**config.mk**
```make
export PLATFORM = sky130hd
export DESIGN_NAME = mdu_ctrl
export DESIGN_NICKNAME = d
export VERILOG_FILES = /design/src/rtl/mdu_ctrl.sv
export SDC_FILE = /design/constraint.sdc
export NUM_CORES = 1
export LEC_CHECK = 0
export BUFFER_PORTS_ARGS = -buffer_cell sky130_fd_sc_hd__clkbuf_2
export CAP_MARGIN = 10
export CELL_PAD_IN_SITES_DETAIL_PLACEMENT = 1
export CELL_PAD_IN_SITES_GLOBAL_PLACEMENT = 1
export CORE_UTILIZATION = 40
export CTS_CLUSTER_DIAMETER = 200
export DETAILED_ROUTE_END_ITERATION = 8
export PLACE_DENSITY_LB_ADDON = 0.1
export SLEW_MARGIN = 20
export SYNTH_ARGS = -nofsm -noshare
export SYNTH_HDL_FRONTEND = slang
export SYNTH_SLANG_ARGS = --single-unit
```
**constraint.sdc**
```tcl
create_clock -name clk -period 2.92 [get_ports clk]
set_input_delay 0.146 -clock clk [delete_from_list [all_inputs] [get_ports clk]]
set_output_delay 0.146 -clock clk [all_outputs]
set_load 0.005 [all_outputs]
```
**src/rtl/mdu_ctrl.sv**
```systemverilog
// Iterative multiply/divide unit with architectural HI/LO registers.
// One shift-add or restoring shift-subtract step per cycle; 33-cycle latency.
module mdu_ctrl (
  input  logic        clk,
  input  logic        reset,
  input  logic        start,
  input  logic [1:0]  op,
  input  logic [31:0] rs_val,
  input  logic [31:0] rt_val,
  input  logic        hi_we,
  input  logic        lo_we,
  input  logic [31:0] wdata,
  input  logic        flush,
  output logic        busy,
  output logic        done,
  output logic [31:0] hi,
  output logic [31:0] lo,
  output logic        div0
);

  localparam int unsigned W    = 32;
  localparam int unsigned CW   = 6;
  localparam int unsigned ITER = 32;

  typedef enum logic [1:0] {IDLE, CALC, FIX} state_t;

  state_t          state;
  logic [CW-1:0]   cnt;
  logic            is_div;
  logic            sgn_a;
  logic            sgn_b;
  logic            dz;
  logic [W-1:0]    opnd;
  logic [2*W-1:0]  acc;

  logic            rs_neg;
  logic            rt_neg;
  logic [W-1:0]    rs_mag;
  logic [W-1:0]    rt_mag;
  logic [W:0]      mul_sum;
  logic [2*W-1:0]  mul_next;
  logic [W:0]      div_part;
  logic [W:0]      div_diff;
  logic [2*W-1:0]  div_next;
  logic [2*W-1:0]  prod_fix;
  logic [W-1:0]    quo_fix;
  logic [W-1:0]    rem_fix;

  // Operand magnitudes, one datapath step, and final sign correction
  always_comb begin
    rs_neg   = ~op[0] & rs_val[W-1];
    rt_neg   = ~op[0] & rt_val[W-1];
    rs_mag   = rs_neg ? W'(-rs_val) : rs_val;
    rt_mag   = rt_neg ? W'(-rt_val) : rt_val;

    mul_sum  = {1'b0, acc[2*W-1:W]} + (acc[0] ? {1'b0, opnd} : (W+1)'(0));
    mul_next = {mul_sum, acc[W-1:1]};

    div_part = acc[2*W-1:W-1];
    div_diff = div_part - {1'b0, opnd};
    div_next = div_diff[W] ? {div_part[W-1:0], acc[W-2:0], 1'b0}
                           : {div_diff[W-1:0], acc[W-2:0], 1'b1};

    prod_fix = (sgn_a ^ sgn_b) ? (2*W)'(-acc) : acc;
    quo_fix  = (sgn_a ^ sgn_b) ? W'(-acc[W-1:0]) : acc[W-1:0];
    rem_fix  = sgn_a ? W'(-acc[2*W-1:W]) : acc[2*W-1:W];
  end

  // Control FSM with registered outputs and HI/LO architectural state
  always_ff @(posedge clk) begin
    if (reset) begin
      state  <= IDLE;
      cnt    <= '0;
      is_div <= 1'b0;
      sgn_a  <= 1'b0;
      sgn_b  <= 1'b0;
      dz     <= 1'b0;
      opnd   <= '0;
      acc    <= '0;
      hi     <= '0;
      lo     <= '0;
      busy   <= 1'b0;
      done   <= 1'b0;
      div0   <= 1'b0;
    end else begin
      done <= 1'b0;
      if (flush) begin
        state <= IDLE;
        busy  <= 1'b0;
      end else begin
        case (state)
          IDLE: begin
            if (hi_we) hi <= wdata;
            if (lo_we) lo <= wdata;
            if (start) begin
              is_div <= op[1];
              sgn_a  <= rs_neg;
              sgn_b  <= rt_neg;
              dz     <= (rt_val == '0);
              opnd   <= op[1] ? rt_mag : rs_mag;
              acc    <= {{W{1'b0}}, (op[1] ? rs_mag : rt_mag)};
              cnt    <= '0;
              state  <= CALC;
              busy   <= 1'b1;
            end
          end
          CALC: begin
            acc <= is_div ? div_next : mul_next;
            cnt <= cnt + CW'(1);
            if (cnt == CW'(ITER - 1)) state <= FIX;
          end
          FIX: begin
            if (is_div) begin
              // With a zero divisor the remainder ends up as the dividend magnitude
              lo   <= dz ? {W{1'b1}} : quo_fix;
              hi   <= rem_fix;
              div0 <= dz;
            end else begin
              {hi, lo} <= prod_fix;
            end
            done  <= 1'b1;
            state <= IDLE;
            busy  <= 1'b0;
          end
          default: begin
            state <= IDLE;
            busy  <= 1'b0;
          end
        endcase
      end
    end
  end

endmodule

```
### Yosys cells after proc, flatten, opt, wreduce, memory -nomap -nowiden

Cells that the tools add are included.

* bits in registers: 175
* bits of input ports: 104
* output and inout port bits: 67
* word-level logic and storage cells: 73

* add/subtract/negate cells: 8
* eq/ne operators: 7
* multiplexer cells: 27
* bitwise gates (word level): 6
* reductions and logical operators: 12

Operators by type and width (number)
* $mux W32: 12
* $mux W64: 4
* $neg A32 Y32: 4
* $pmux W32 S2: 2
* $pmux W64 S2: 1
* $neg A64 Y64: 1
* $add A32 B32 Y33: 1
* $sub A33 B32 Y33: 1
* $logic_not A32 Y1: 1
* $reduce_and A3 Y1: 5
* $pmux W6 S2: 1
* $ne A2 B2 Y1 const B: 4
* $add A6 B1 Y6 const B: 1
* $eq A6 B5 Y1 const B: 1
* $mux W6: 1
* $mux W2: 2
* $pmux W2 S2: 1
* $reduce_and A2 Y1: 2
* $reduce_bool A2 Y1: 2
* $not A1 Y1: 3
* $and A1 B1 Y1: 2
* $eq A2 B1 Y1 const B: 1
* $eq A2 B2 Y1 const B: 1
* $logic_not A2 Y1: 1
* other kinds (4): 5

### Depth between registers and ports, before layout

* depth in word-level cells: 6
* depth in mapped cells: 14

### Worst setup path after synthesis

Ideal clock, no wire load.

* path kind: register to register
* from: reg acc[0]
* to: reg hi[18]
* library setup time: 0.070 ns
* arrival time: 3.078 ns
* required time: 2.850 ns
* setup slack: -0.229 ns
* stages on the path, launching flop included: 14
* buffers on the path: 2
* cells stage by stage: dfxtp_1 > inv_1 > clkbuf_1 > ha_1 > or3b_2 > nor4_2 > and2_1 > clkbuf_1 > a31oi_1 > nor2_1 > a21oi_1 > xnor2_1 > a211o_1 > a21oi_1

* cells in the longest elaborated chain, start to end: 4

Ends and longest elaborated chain
* start, declared: RTL line 34 `logic [2*W-1:0] acc;`
* start signal, assigned: RTL line 101 `acc <= {{W{1'b0}}, (op[1] ? rs_mag : rt_mag)};`
* start signal, assigned: RTL line 108 `acc <= is_div ? div_next : mul_next;`
* $neg A64 Y64: RTL line 64 `prod_fix = (sgn_a ^ sgn_b) ? (2*W)'(-acc) : acc;`
* $mux W64: RTL line 64
* $mux W32: RTL line 113 `if (is_div) begin`
* $pmux W32 S2: RTL line 91 `case (state)`
* end signal, assigned: RTL line 93 `if (hi_we) hi <= wdata;`
* end signal, assigned: RTL line 116 `hi <= rem_fix;`
* end signal, assigned: RTL line 119 `{hi, lo} <= prod_fix;`
* end, declared: RTL line 16 `output logic [31:0] hi,`

Every way passes these cells.
A chain may end at the register's enable or synchronous reset.

### Final worst setup path

* from: reg acc[31]
* to: reg acc[59]

* cells in the longest elaborated chain, start to end: 4

Ends and longest elaborated chain
* $sub A33 B32 Y33: RTL line 60 `div_diff = div_part - {1'b0, opnd};`
* $mux W64: RTL line 61 `div_next = div_diff[W] ? {div_part[W-1:0], acc[W-2:0], 1'b0}`
* $mux W64: RTL line 108
* $pmux W64 S2: RTL line 91

Every way passes these cells.

==> flow_metrics.env <==
export IMPL_wirelength_mm=68.7
export IMPL_hold_viol_final=0
export IMPL_yosys_warnings=0
export IMPL_crit_required_ns=3.28
export IMPL_ys_ff_latch=175
export IMPL_synth_edf_count=0
export IMPL_cts_buffers=17
export IMPL_drt_iter0_markers=1358
export IMPL_arrival_ns=3.44
export IMPL_max_freq_mhz=325
export IMPL_postSynthCellCount=1994
export IMPL_grt_max_degree=114
export IMPL_tightest_slew_ns=0.757
export IMPL_peakVddDrop_mv=0.446
export IMPL_synth_top_area_share_pct=23.9
export IMPL_synth_area_leaders="dfxtp_1 (24%), a21oi_1 (6.7%), ha_1 (5.9%), nor2_1 (5.9%), xnor2_1 (5.8%)"
export IMPL_rsz0062_at_grt="true"
export IMPL_io_buffer_count=170
export IMPL_die_w_um=193
export IMPL_cts_tree="yes"
export IMPL_synth_async_reset_ratio_pct=0
export IMPL_finalMaxSlewViolations=0
export IMPL_pwr_share_clk_pct=30.9
export IMPL_min_period_over_period_pct=105
export IMPL_post_route_drc_count=23
export IMPL_cts_sinks=175
export IMPL_slew_headroom_pct=49.5
export IMPL_first_global_vias=16676
export IMPL_htreeDepth=4
export IMPL_p_seq_share_pct=35.3
export IMPL_power_density_nw_per_um2=375
export IMPL_violations="DRC, setup timing"
export IMPL_via_per_inst=6.03
export IMPL_p_sw_w=0.00270
export IMPL_layout_nets=2560
export IMPL_area_growth_syn_to_layout_pct=34.2
export IMPL_hp_class="in2reg"
export IMPL_die_area_um2=37400
export IMPL_post_dp_hpwl_mm=53.5
export IMPL_synth_largest_area_cell="dfxtp_1"
export IMPL_syn_area_um2=14700
export IMPL_setup_viol=28
export IMPL_crit_fanout=4
export IMPL_ys_seq_area_share_pct=23.9
export IMPL_gp_congestion=0.962
export IMPL_syn_avg_cell_area_um2=7.35
export IMPL_groute_usage_overall_pct=35.1
export IMPL_grt_first_pass_wirelength_mm=101
export IMPL_drv_cap=0
export IMPL_critical_path_class="reg2reg"
export IMPL_yosysUniqueCellTypes=77
export IMPL_synth_ff_type="dfxtp_1"
export IMPL_start_util_pct=40.9
export IMPL_swShare_pct=36.5
export IMPL_comb_power_share_pct=33.8
export IMPL_cp_start_kind="register"
export IMPL_clk_latency_ns=0.47
export IMPL_die_h_um=193
export IMPL_wl_per_cell_um=24.1
export IMPL_clock_skew_ns=0.0146
export IMPL_synth_most_common_cell="nor2_1"
export IMPL_synth_commonest_cells="nor2_1 (230), a21oi_1 (196), nand2_1 (184)"
export IMPL_num_io_pins=171
export IMPL_drtPass1Iterations=9
export IMPL_cts_max_path_buffers=2
export IMPL_detail_route_antenna_nets=0
export IMPL_core_area_um2=35800
export IMPL_rows=69
export IMPL_drive_above_1_share_pct=30.3
export IMPL_antenna_cells=0
export IMPL_clk_pin_slew_ns=0.07
export IMPL_root_buffer="clkbuf_16"
export IMPL_crit_path_end_kind="register"
export IMPL_finalWorstPathRequiredPeriod_ns=3.08
export IMPL_finalPower_w=0.00738
export IMPL_grt_overflow=0
export IMPL_hold_ws_ns=0.0440
export IMPL_final_core_util_pct=54.9
export IMPL_antenna_found_initial=0
export IMPL_p_leak_nw=8.52
export IMPL_vias=17228
export IMPL_p_int_w=0.00468
export IMPL_status="complete, but fails checks"
export IMPL_synthesis_nets=2169
export IMPL_setup_slack_ns=-0.157
## power groups by stage
stage | registers [W] | logic (W) | clock network (W)
global route | 0.00262 | 0.00265 | 0.00237
detailed placement | 0.00265 | 0.00224 | 0
global placement | 0.00264 | 0.00219 | 0
finish | 0.00260 | 0.00249 | 0.00228
floorplan | 0.00264 | 0.00123 | 0
CTS | 0.00260 | 0.00231 | 0.00229
## cells by family after synthesis
group,count (synthesis),synth area share (%)
flops,175,23.9
mux,84,5.78
buf+inv,198,5.24
xor+xnor,170,10.2
fa+ha+maj,71,6.16
compound gates,658,28.9
simple gates,638,19.9
## path summary, 6_finish.rpt
kind         startpoint  endpoint  slack, ns  cells past startpoint
max             acc[31]   acc[59]      -0.16                     12
min           wdata[19]    hi[19]       0.04                      3
max reg2reg     acc[31]   acc[59]      -0.16                     12
min reg2reg      hi[26]    hi[26]       0.45                      2
## cell type report
class | instances | area [um^2]
multi-input cells | 1621 | 11300
inverters | 64 | 253
well taps | 461 | 577
clock buffers | 19 | 453
repair buffers | 506 | 3490
clock inverters | 11 | 97.6
fillers | 4446 | 16100
flip-flops and latches | 175 | 3530
## sequential cells by signal (all words and copies together), names as in the netlist
signal,cells
hi,32
sgn_a,1
acc,64
is_div,1
lo,32
div0,1
state,2
done,1
sgn_b,1
opnd,32
dz,1
cnt,6
busy,1
## metal layers
layer / routed length, um / GRT usage [%] / vias to the layer above
met5: 0 / 0 / -
met4: 2050 / 11.7 / 0
met3: 4980 / 5.37 / 101
met2: 30200 / 53.9 / 669
met1: 31500 / 49.7 / 8438
li1: - / - / 8020
## placed cells by master, fill, tap and decap left out, types with 53 or more instances in the layout
master and n:
a21oi_1 183, buf_4 313, clkbuf_2 169, dfxtp_1 152, ha_1 53, inv_1 58
mux2i_1 76, nand2_1 181, nor2_1 214, nor3_1 54, o21ai_0 116, xnor2_1 93
xor2_1 72
## metrics by stage
stage | cell area [um^2] | TNS, ns | std cells | setup WS [ns]
after floorplan | 14700 | 0 | 1994 | 0.00598
after global placement | 18000 | -2.94 | 2795 | -0.189
after CTS | 18900 | -1.54 | 2841 | -0.133
final | 19700 | -2.05 | 2857 | -0.157
after global routing | 19700 | -5.22 | 2857 | -0.246
after detailed placement | 18000 | -7.62 | 2795 | -0.348
## critical path, stage by stage, from the launching register on
cell and delay, ns:
dfxtp_2 0.34, inv_2 0.05, ha_4 0.15, fa_2 0.34, nor2b_2 0.14, o31a_1 0.22
o2111ai_4 0.14, a2111o_1 0.41, a21bo_2 0.23, a21o_4 0.24, nand2_4 0.11, mux2_4 0.31
a211o_1 0.28
## repair_timing
action | CTS | global route
endpoints found under the hold margin | 1 | 0
hold buffers | 1 | 0
buffers inserted | 15 | 16
gates cloned | 1 | 1
gates resized for setup | 78 | 152
pin swaps | 26 | 65
endpoints found under the setup margin | 60 | 57
No activity file was read; power rests on OpenSTA's default activity.
